File: src/rtl/simon_button_input_if.sv
// Player-input bundle between the button front end and the Simon game core.
// The front end uses the slave view. The core side, or a bench, uses the master view.
interface simon_button_input_if;
    logic [3:0] btn;
    logic       enable;
    logic [1:0] playerNum;
    logic       playerPressed;
    logic       chord;

    modport master (
        output btn,
        output enable,
        input  playerNum,
        input  playerPressed,
        input  chord
    );

    modport slave (
        input  btn,
        input  enable,
        output playerNum,
        output playerPressed,
        output chord
    );
endinterface

File: src/rtl/simon_button_input.sv
// Raw push-buttons to game-core strobes: sync, debounce, then single-press arbitration.
// A press is accepted only while the core listens, and only after a full release.
module simon_button_input #(
    parameter int DEBOUNCE_CYCLES = 20,
    parameter int CNT_W           = 5
) (
    input  logic                 clk,
    input  logic                 reset,
    simon_button_input_if.slave  bus
);

    typedef enum logic {IDLE, HELD} state_t;

    localparam logic [CNT_W-1:0] CNT_LAST = CNT_W'(DEBOUNCE_CYCLES - 1);

    logic [3:0]       s1, s2, deb;
    logic [CNT_W-1:0] cnt [4];

    state_t     state, stateNext;
    logic [1:0] numQ, numNext;
    logic       pressQ, pressNext;
    logic       chordQ, chordNext;

    // NOTE: sequential state uses non-blocking assignments only. Every flop then
    // samples pre-edge values, so the s1 -> s2 -> deb chain delays exactly one cycle per stage.
    always_ff @(posedge clk or negedge reset) begin
        if (!reset) begin
            s1  <= '0;
            s2  <= '0;
            deb <= '0;
            // NOTE: the counter array is a handful of flops, not a RAM.
            // It is reset with everything else so a mid-hold reset forces a fresh debounce.
            for (int i = 0; i < 4; i++) cnt[i] <= '0;
        end else begin
            s1 <= bus.btn;
            s2 <= s1;
            for (int i = 0; i < 4; i++) begin
                if (s2[i] == deb[i]) begin
                    cnt[i] <= '0;
                end else if (cnt[i] == CNT_LAST) begin
                    deb[i] <= s2[i];
                    cnt[i] <= '0;
                end else begin
                    cnt[i] <= cnt[i] + 1'b1;
                end
            end
        end
    end

    always_ff @(posedge clk or negedge reset) begin
        if (!reset) begin
            state  <= IDLE;
            numQ   <= '0;
            pressQ <= 1'b0;
            chordQ <= 1'b0;
        end else begin
            state  <= stateNext;
            numQ   <= numNext;
            pressQ <= pressNext;
            chordQ <= chordNext;
        end
    end

    // NOTE: every output of this block gets a default first. No path can leave a
    // value unassigned, so no latch is inferred.
    always_comb begin
        stateNext = state;
        numNext   = numQ;
        pressNext = 1'b0;
        chordNext = 1'b0;
        case (state)
            IDLE: begin
                if (deb != 4'b0000) begin
                    stateNext = HELD;
                    if (bus.enable) begin
                        if ($onehot(deb)) begin
                            pressNext = 1'b1;
                            for (int i = 0; i < 4; i++)
                                if (deb[i]) numNext = 2'(i);
                        end else begin
                            chordNext = 1'b1;
                        end
                    end
                end
            end
            HELD: begin
                // Re-arm only once every button has been debounced back to released.
                if (deb == 4'b0000) stateNext = IDLE;
            end
            default: stateNext = IDLE;
        endcase
    end

    assign bus.playerNum     = numQ;
    assign bus.playerPressed = pressQ;
    assign bus.chord         = chordQ;

endmodule

File: src/flat_wrapper.sv
// flat-port wrapper written by rule: the top's interface ports become plain ports
module simon_button_input_flat 
#(
    parameter int DEBOUNCE_CYCLES = 20,
    parameter int CNT_W           = 5
)
  (clk, reset, bus_btn, bus_enable, bus_playerNum, bus_playerPressed, bus_chord);
  simon_button_input_if bus_i ();
  input  logic clk;
  input  logic reset;
  input wire logic [$bits(bus_i.btn)-1:0] bus_btn;
  input wire logic [$bits(bus_i.enable)-1:0] bus_enable;
  output wire logic [$bits(bus_i.playerNum)-1:0] bus_playerNum;
  output wire logic [$bits(bus_i.playerPressed)-1:0] bus_playerPressed;
  output wire logic [$bits(bus_i.chord)-1:0] bus_chord;
  assign bus_i.btn = bus_btn;
  assign bus_i.enable = bus_enable;
  assign bus_playerNum = bus_i.playerNum;
  assign bus_playerPressed = bus_i.playerPressed;
  assign bus_chord = bus_i.chord;
  simon_button_input #(.DEBOUNCE_CYCLES(DEBOUNCE_CYCLES), .CNT_W(CNT_W)) u_core (.clk(clk), .reset(reset), .bus(bus_i));
endmodule
File: config.mk
export PLATFORM = sky130hd
export DESIGN_NAME = simon_button_input_flat
export DESIGN_NICKNAME = d
export VERILOG_FILES = /design/src/rtl/simon_button_input_if.sv /design/src/rtl/simon_button_input.sv /design/src/flat_wrapper.sv
export SDC_FILE = /design/constraint.sdc
export NUM_CORES = 1
export LEC_CHECK = 0
export CAP_MARGIN = 20
export CORE_MARGIN = 2
export CORE_UTILIZATION = 45
export CTS_CLUSTER_SIZE = 25
export DETAILED_ROUTE_END_ITERATION = 8
export MAX_ROUTING_LAYER = met4
export PLACE_DENSITY = 0.66
export SLEW_MARGIN = 20
export SYNTH_ARGS = -nofsm -noshare
export SYNTH_HDL_FRONTEND = slang
export SYNTH_SLANG_ARGS = --single-unit
File: constraint.sdc
create_clock -name clk -period 2.05 [get_ports clk]
set_input_delay 0.41 -clock clk [delete_from_list [all_inputs] [get_ports clk]]
set_output_delay 0.41 -clock clk [all_outputs]
set_load 0.005 [all_outputs]
### Word-level counts from Yosys, hierarchy flattened

Index checks and enable logic that the tools add are counted.

| operators by class | value |
|---|---|
| add/sub/neg operators | 7 |
| eq/ne operators | 9 |
| muxes and demuxes | 23 |
| bitwise logic cells | 5 |
| reductions and logical operators | 7 |

Operator list:

| kind | number |
|---|---|
| two-way mux 5 bit | 8 |
| adder 5 x 1 -> 5 bit, second input constant | 4 |
| == test 5 bit, second input constant | 4 |
| two-way mux 1 bit | 10 |
| two-way mux 2 bit | 4 |
| AND reduction 2 bit | 4 |
| inverter 1 bit | 5 |
| adder 1 x 1 -> 2 bit | 2 |
| == test 1 bit | 4 |
| zero test 4 bit | 1 |
| AND reduction 4 bit | 1 |
| nonzero test 4 bit | 1 |
| adder 3 bit | 1 |
| == test 3 x 1 -> 1 bit, second input constant | 1 |
| case mux 1 bit (2 select lines) | 1 |

| word-level totals | value |
|---|---|
| register bits after elaboration | 37 |
| input port bits | 7 |
| output and inout bits | 4 |
| word-level logic and storage cells | 65 |

### Logic depth before layout (Yosys ltp)

Gate-level depths: netlist of run 1.

| depth | value |
|---|---|
| depth after elaboration | 7 |
| depth in mapped cells | 7 |
| depth with buffers taken out | 7 |

### Least setup slack after synthesis of run 1

Ideal clock, no wire load.

| timing path | value |
|---|---|
| kind | register to register |
| from | register u_core.deb[2] |
| to | register u_core.numQ[0] (netlist: u_core.bus.playerNum[0]) |
| setup time | 0.125 ns |
| arrival time | 2.047 ns |
| data required time | 1.925 ns |
| path slack | -0.122 ns |
| cell stages (with the launch flop) | 8 |
| path buffers | 0 |
| cells stage by stage | dfrtp_1 -> inv_1 -> ha_1 -> ha_1 -> fa_1 -> nor3b_2 -> nand4b_2 -> mux2_4 |

| between the ends | value |
|---|---|
| word-level cells in the longest chain between the ends | 4 |
| elaborated cells between the ends (all ways) | 7 |
| those cells by class | add/sub (2); eq/ne (1); mux (2); reduce/logical (2) |

RTL lines:

| item | line | text |
|---|---|---|
| from (decl) | simon_button_input.sv:16 | `logic [3:0] s1, s2, deb;` |
| from (signal, indexed assignment) | simon_button_input.sv:41 | `deb[i] <= s2[i];` |
| adder 1 x 1 -> 2 bit (not written as such) | simon_button_input.sv:76 | `if ($onehot(deb)) begin` |
| adder 3 bit (not written as such) | simon_button_input.sv:76 |  |
| == test 3 x 1 -> 1 bit | simon_button_input.sv:76 |  |
| AND reduction 4 bit (no source line) | n/a |  |
| to (signal assigned) | simon_button_input.sv:58 | `numQ <= numNext;` |
| to (decl) | simon_button_input.sv:20 | `logic [1:0] numQ, numNext;` |

Several ways; a longest one is shown, not always the timed one.
A chain may end at the register's enable or synchronous reset.

### Worst setup path after layout of run 1

Same ends and word-level chain as after synthesis.

==> results of run 1 <==
==> layer usage <==
metal | vias to the layer above | GRT usage, % | part of all wire (%)
met3 | 7 | 4.50 | 5.1
met1 | 439 | 15.5 | 44
li1 | 441 | - | -
met2 | 17 | 22.3 | 48
met4 | 0 | 7.50 | 2.6
met5 | - | - | 0
==> flip-flops by register name (all words and copies together), names as in the netlist <==
name,count
u_core.bus.chord,1
u_core.deb,4
u_core.cnt,20
u_core.bus.playerNum,2
u_core.s2,4
u_core.bus.playerPressed,1
u_core.state,1
u_core.s1,4
==> worst reg2reg max path: cells and delay by family (launching register included) <==
kind | cells | cell delay [ns]
mux | 1 | 0.31
fa+ha+maj | 3 | 0.93
flops | 1 | 0.36
simple gates | 2 | 0.36
buf+inv | 1 | 0.05
==> power groups by stage <==
stage           logic, W  registers, W  clock network [W]
3_5_place_dp   0.0000711      0.000791                  0
2_1_floorplan  0.0000349      0.000786                  0
5_1_grt        0.0000808      0.000781           0.000401
3_3_place_gp   0.0000657      0.000788                  0
4_1_cts        0.0000710      0.000777           0.000370
6_report       0.0000680      0.000777           0.000359
==> synthesized netlist by cell type, types with 3 or more instances <==
master,n
and2_1,4
dfrtp_1,37
ha_1,9
inv_1,7
mux2_2,4
nand2_1,5
nand3_1,8
nor2_1,15
nor3_1,3
o31ai_1,3
xnor2_1,6
xor2_1,10
==> logic make-up after synthesis <==
group | count (synthesis) | synth area share, %
XOR/XNOR | 16 | 9.13
flip-flops | 37 | 60.3
AO/OA/AOI/OAI | 4 | 1.79
adder cells (fa/ha/maj) | 10 | 8.64
multiplexers | 6 | 4.56
AND/OR/NAND/NOR | 40 | 13.9
buffers and inverters | 7 | 1.71
==> cell usage in the layout (no fill, tap or decap) <==
cell             netlist  routed
dfrtp_1               37      37
nor2_1                15      15
xor2_1                10      10
clkdlybuf4s50_1        0      10
nand3_1                8       8
ha_1                   9       8
inv_1                  7       7
xnor2_1                6       6
buf_4                  0       6
nand2_1                5       5
clkbuf_4               0       5
and2_1                 4       4
mux2_2                 4       4
o31ai_1                3       3
nor3_1                 3       3
clkinv_2               0       2
nand4bb_1              1       1
and3_1                 1       1
nor3b_2                1       1
and4bb_2               1       1
nand4b_2               1       1
o21ai_0                1       1
mux2_4                 1       1
mux2i_1                1       1
fa_1                   1       1
ha_2                   0       1
clkbuf_1               0       1
==> path summary, 6_finish.rpt <==
check / startpoint / endpoint / slack, ns / cells past startpoint
worst max-delay path: u_core.deb[2] / u_core.bus.playerNum[0] / -0.07 / 7
worst min-delay path: u_core.s1[0] / u_core.s2[0] / 0.36 / 0
min in group asynchronous: reset / u_core.bus.playerNum[1] / 0.48 / 2
worst min register to register: u_core.s1[0] / u_core.s2[0] / 0.36 / 0
worst max register to register: u_core.deb[2] / u_core.bus.playerNum[0] / -0.07 / 7
max in group asynchronous: reset / u_core.s2[2] / 1.26 / 2
==> cell type report <==
type | count | area [sq um]
tap | 46 | 57.6
timing repair buffer | 16 | 145
multi-input combinational | 76 | 586
clock buffer | 6 | 41.3
fill | 303 | 1520
clock inverter | 2 | 10.0
inverter | 7 | 26.3
sequential | 37 | 926
==> per-stage QoR <==
stage          util, %  cells  hold WS (ns)  total power (W)  setup TNS (ns)
6_report          54.1    190         0.359          0.00120         -0.0890
5_1_grt           54.1    190         0.366          0.00126          -0.466
4_1_cts           54.1    190         0.362          0.00122          -0.124
3_5_place_dp      52.6    182         0.337         0.000862         -0.0845
3_3_place_gp      52.6    182         0.332         0.000854               0
2_1_floorplan        -    120         0.114         0.000821         -0.0774
==> run summary, run 1 <==
=========================================================================================
Outcome                                                                      complete, but fails checks
Transition time at the pin with the least slew margin                            0.562 ns
Max-slew violation count                                                                0
Area of the mapped netlist                                                   0.00154 sq mm
Post-route design area                                                       0.00179 sq mm
Number of antenna violations at the first check in global routing                       0
DRC violation total after the first TritonRoute iteration                              29
Violated checks                                                              negative setup slack
Worst-path fanout max                                                                   2
Buffers plus inverters on the worst setup path                                          1
Sw Share                                                                            23.6%
Classification of the worst setup path                                         reg -> reg
Final antenna diode count                                                               0
Skew-Pair Late Insertion Delay                                                    0.34 ns
Unrepaired setup endpoints after global routing                                       yes
Number of warning messages in the yosys log                                             0
Slowest cell on the critical path                                                    fa_1
CTS clock-pin slew for the worst setup and hold paths                             0.10 ns
Vias per std cell                                                                    4.76
Headroom to the max-slew limit                                                      62.2%
Number of buffers added by the clock tree synthesis step                                5
GR Util All Layers                                                                  13.9%
Total half-perimeter wirelength after legalization and detailed placement         1610 um
Maximum number of pins on one net before global-route repair                           38
Total via count after detailed routing                                                904
Maximum number of buffers from clock root to sink                                       2
Register share of total power                                                       64.6%
Number of sinks handled by clock tree synthesis                                        37
Via count of the first global-routing pass                                            949
Biggest area contributors in the synthesized netlist                         dfrtp_1 (60%), ha_1 (7.3%), xor2_1 (5.7%)
Antenna Violating Nets Remaining                                                        0
Flip-flop and latch count after synthesis                                              37
Setup slack at placement                                                       -0.0636 ns
Htree depth                                                                             2
Number of enable-type register cells in the synthesized netlist                         0
Fmax                                                                              472 MHz
Die Footprint                                                                0.00390 sq mm
IO buf count                                                                           10
Die Span Y                                                                        62.4 um
Wire length of the first global-routing pass                                      4040 um
Crit path cell chain                                                         inv_1 > ha_1 > ha_2 > fa_1 > nor3b_2 > nand4b_2 > mux2_4
Distinct cells, synth                                                                  21
Router iterations before antenna repair                                                 4
Time the worst path needs with I/O delays and setup                               2.12 ns
Kind of start point of the critical path                                             flop
Cell at the root of the clock tree                                               clkbuf_4
TritonCTS clock tree                                                                  yes
Area post-placement                                                          0.00174 sq mm
PnR worst setup slack                                                          -0.0675 ns
Initial standard-cell utilization of the core                                       46.4%
Lkg Pwr                                                                          0.900 nW
Family with the most delay on the worst path                                  adder cells
Final setup skew                                                               0.00405 ns
Mean cell area of the mapped netlist                                           12.8 sq um
Count of final setup violators                                                          2
Die boundary width                                                                62.4 um
Placeable core area                                                          0.00331 sq mm
Final Hold Fails                                                                        0
Ratio of cells with drive above 1 in the final layout                               15.3%
Gate count of the mapped netlist                                                      120
Type of the tightest min-delay check                                           reg -> reg
Required time of the critical path                                                2.29 ns
Element type at the critical path end                                                flop
Layout Area Growth over Synthesis                                                   16.7%
Final weighted congestion in routability-driven placement                           0.767
Sequential fraction of the synthesis area                                           60.3%
Logic pwr share                                                                      5.7%
Number of max-capacitance violations reported                                           0
Count of hold buffers inserted by post-cts repair                                       0
Ports                                                                                  11
Top cell type by total area after synthesis                                       dfrtp_1
Count of unresolved DRC violations after routing                                        0
Crit path largest cell delay                                                      0.45 ns
Predominant post-synthesis flop cell                                              dfrtp_1
Core Rows                                                                              21
Yosys top cell area share                                                           60.3%
Ratio of final minimum period to clock period                                        103%
Critical path data arrival time                                                   2.35 ns
Synthesized net count                                                                 137
Proportion of register bits with asynchronous set or reset after synthesis           100%
Power per standard cell area                                                  672 mW/mm^2
Drt total wl                                                                      2230 um
Max IR drop VDD                                                                0.000401 V
Fraction of power consumed by the clock network                                     29.8%
Net count reported at finish                                                          160
Wire length per cell                                                              11.8 um
Aggregate global routing overflow                                                       0
Post-CTS setup buffers                                                                  0
Cts repair resizes                                                                      0
Net Switching                                                                  0.000284 W
Pint                                                                           0.000919 W
=========================================================================================
(Power assumes the default switching activity.)
==> inputs of run 2 (changes only) <==
==> constraint.sdc (replaced) <==
create_clock -name clk -period 2.05 [get_ports clk]
set_input_delay 0.41 -clock clk [delete_from_list [all_inputs] [get_ports clk]]
set_output_delay 0.41 -clock clk [all_outputs]
set_load 0.01 [all_outputs]
==> results of run 2 <==
Same layout as run 1 (identical final DEF). Status: complete, but fails checks: negative setup slack.
==> inputs of run 3 (changes only) <==
- CORE_ASPECT_RATIO: default -> 2
- CTS_BUF_LIST: default -> sky130_fd_sc_hd__clkbuf_4 sky130_fd_sc_hd__clkbuf_8 sky130_fd_sc_hd__clkbuf_16
- GPL_TIMING_DRIVEN: default -> 0
==> run summary, run 3 (same netlist as run 1, synthesis figures left out) <==
========================================================================================
Outcome                                                                     complete, but fails checks
Violated checks                                                             negative setup slack
Pint                                                                           0.00127 W
Maximum number of pins on one net before global-route repair                          27
Number of buffers added by the clock tree synthesis step                               5
Number of max-capacitance violations reported                                          0
Max IR drop VDD                                                               0.000775 V
PnR worst setup slack                                                         -0.0803 ns
Worst-path fanout max                                                                  2
Power per standard cell area                                                 820 mW/mm^2
Family with the most delay on the worst path                                 adder cells
Router iterations before antenna repair                                                3
Drt total wl                                                                     2410 um
Count of unresolved DRC violations after routing                                       0
Unrepaired setup endpoints after global routing                                      yes
Initial standard-cell utilization of the core                                      46.0%
IO buf count                                                                          10
Leading cell type in the layout, fill and taps excluded                          dfrtp_1
Net count reported at finish                                                         163
WHS                                                                             0.344 ns
Final Hold Fails                                                                       0
Layout Area Growth over Synthesis                                                  25.3%
Ratio of final minimum period to clock period                                       104%
Fillcell total                                                                       281
DRC violation total after the first TritonRoute iteration                             12
CTS clock-pin slew for the worst setup and hold paths                            0.07 ns
Wire length per cell                                                             13.5 um
Final weighted congestion in routability-driven placement                          0.757
Ports                                                                                 11
Type of the tightest min-delay check                                          reg -> reg
Placeable core area                                                         0.00334 sq mm
Ratio of cells with drive above 1 in the final layout                              21.8%
Fraction of power consumed by the clock network                                    46.3%
Crit path cell chain                                                        inv_2 > ha_4 > ha_4 > fa_1 > nor3b_2 > nand4b_2 > mux2_4
Final setup skew                                                              0.00589 ns
Element type at the critical path end                                               flop
Headroom to the max-slew limit                                                     61.2%
Register share of total power                                                      49.3%
Via count of the first global-routing pass                                           967
Wire length of the first global-routing pass                                     4020 um
Logic pwr share                                                                     4.5%
Number of sinks handled by clock tree synthesis                                       37
Net Switching                                                                 0.000303 W
Slowest cell on the critical path                                                   fa_1
Skew-Pair Late Insertion Delay                                                   0.28 ns
Final antenna diode count                                                              0
Crit path largest cell delay                                                     0.46 ns
Overall power of the completed layout                                          0.00158 W
Core Rows                                                                             30
Number of antenna violations at the first check in global routing                      0
Count of final setup violators                                                         2
Maximum number of buffers from clock root to sink                                      2
GR Util All Layers                                                                 14.8%
Buffers plus inverters on the worst setup path                                         1
Lkg Pwr                                                                         0.960 nW
Time the worst path needs with I/O delays and setup                              2.13 ns
Post-route core utilization                                                        57.6%
Required time of the critical path                                               2.22 ns
Max-slew violation count                                                               0
Number of flip-flops in the largest register                                          20
Sw Share                                                                           19.2%
Die Footprint                                                               0.00392 sq mm
Total half-perimeter wirelength after legalization and detailed placement        1600 um
Setup slack at placement                                                       -0.202 ns
Antenna Violating Nets Remaining                                                       0
Fmax                                                                             469 MHz
Kind of start point of the critical path                                            flop
Critical path data arrival time                                                  2.30 ns
Library cell appearing most often on the critical path                              ha_4
Die boundary width                                                               45.3 um
Htree depth                                                                            2
Die Span Y                                                                       86.6 um
Classification of the worst setup path                                        reg -> reg
TritonCTS clock tree                                                                 yes
Total via count after detailed routing                                               918
Largest register by flop count                                                u_core.cnt
Vias per std cell                                                                   5.13
Transition time at the pin with the least slew margin                           0.577 ns
Commonest cells after routing, fill and taps aside                          dfrtp_1 (37), nor2_1 (15), xor2_1 (10)
Aggregate global routing overflow                                                      0
Cell at the root of the clock tree                                              clkbuf_8
========================================================================================
-- run 3: cell count changes in the layout (fill, tap and decap cells not counted), sizes merged --
cell,before,now
clkdlybuf4s50,10,9
dlygate4sd3,0,1
bufinv,0,2
clkinv,2,1
clkbuf,6,5
buf,6,9
-- run 3: worst reg2reg max path, delay by kind of cell, from the launching register on --
family / cells / cell delay [ns]
buffers and inverters: 1 / 0.09
muxes: 1 / 0.31
DFF: 1 / 0.41
adders and majority gates: 3 / 0.83
and+or+nand+nor: 2 / 0.37
-- run 3: metal layers --
metal,share of wire [%],global-route usage [%]
met5,0,-
met4,2.2,8.02
met3,2.4,3.75
met2,56,24.8
met1,39,15.1
-- run 3: worst paths after layout --
kind                                from                      end  slack (ns)  depth (start not counted)
setup / recovery           u_core.deb[3]  u_core.bus.playerNum[0]       -0.08                          7
hold / removal              u_core.s1[0]             u_core.s2[0]        0.34                          0
setup reg to reg           u_core.deb[3]  u_core.bus.playerNum[0]       -0.08                          7
hold reg to reg             u_core.s1[0]             u_core.s2[0]        0.34                          0
max in group asynchronous          reset           u_core.cnt[11]        1.09                          3
min in group asynchronous          reset  u_core.bus.playerNum[1]        0.53                          2
-- run 3: through the flow --
stage / cell area [sq um] / setup TNS, ns / cells
after floorplan: 1540 / -0.0774 / 120
after global placement: 1680 / -7.12 / 162
after detailed placement: 1690 / -0.243 / 163
after CTS: 1890 / -0.111 / 177
after global routing: 1920 / -0.366 / 179
final: 1920 / -0.125 / 179
-- run 3: power by group through the flow --
stage | sequential [W] | combinational (W) | clock (W)
floorplan | 0.000786 | 0.0000349 | 0
global placement | 0.000789 | 0.0000646 | 0
detailed placement | 0.000791 | 0.0000707 | 0
CTS | 0.000777 | 0.0000729 | 0.000757
global route | 0.000780 | 0.0000822 | 0.000782
finish | 0.000777 | 0.0000705 | 0.000730
-- run 3: area by class of cell --
type | instances | area (sq um) | share of cell area [%]
clock buffers | 5 | 68.8 | 3.58
clock inverters | 3 | 65.1 | 3.38
inverters | 7 | 26.3 | 1.37
multi-input cells | 76 | 621 | 32.2
flip-flops and latches | 37 | 926 | 48.1
well taps | 32 | 40.0 | 2.08
repair buffers | 19 | 178 | 9.23
-- run 3: what timing repair did --
item                                    in CTS  in global routing
hold buffers                                 1                  0
resized for setup                            2                  5
buffers inserted                             5                  2
pin swaps                                    1                  4
endpoints found under the setup margin       2                  3
hold endpoints to repair                     4                  0
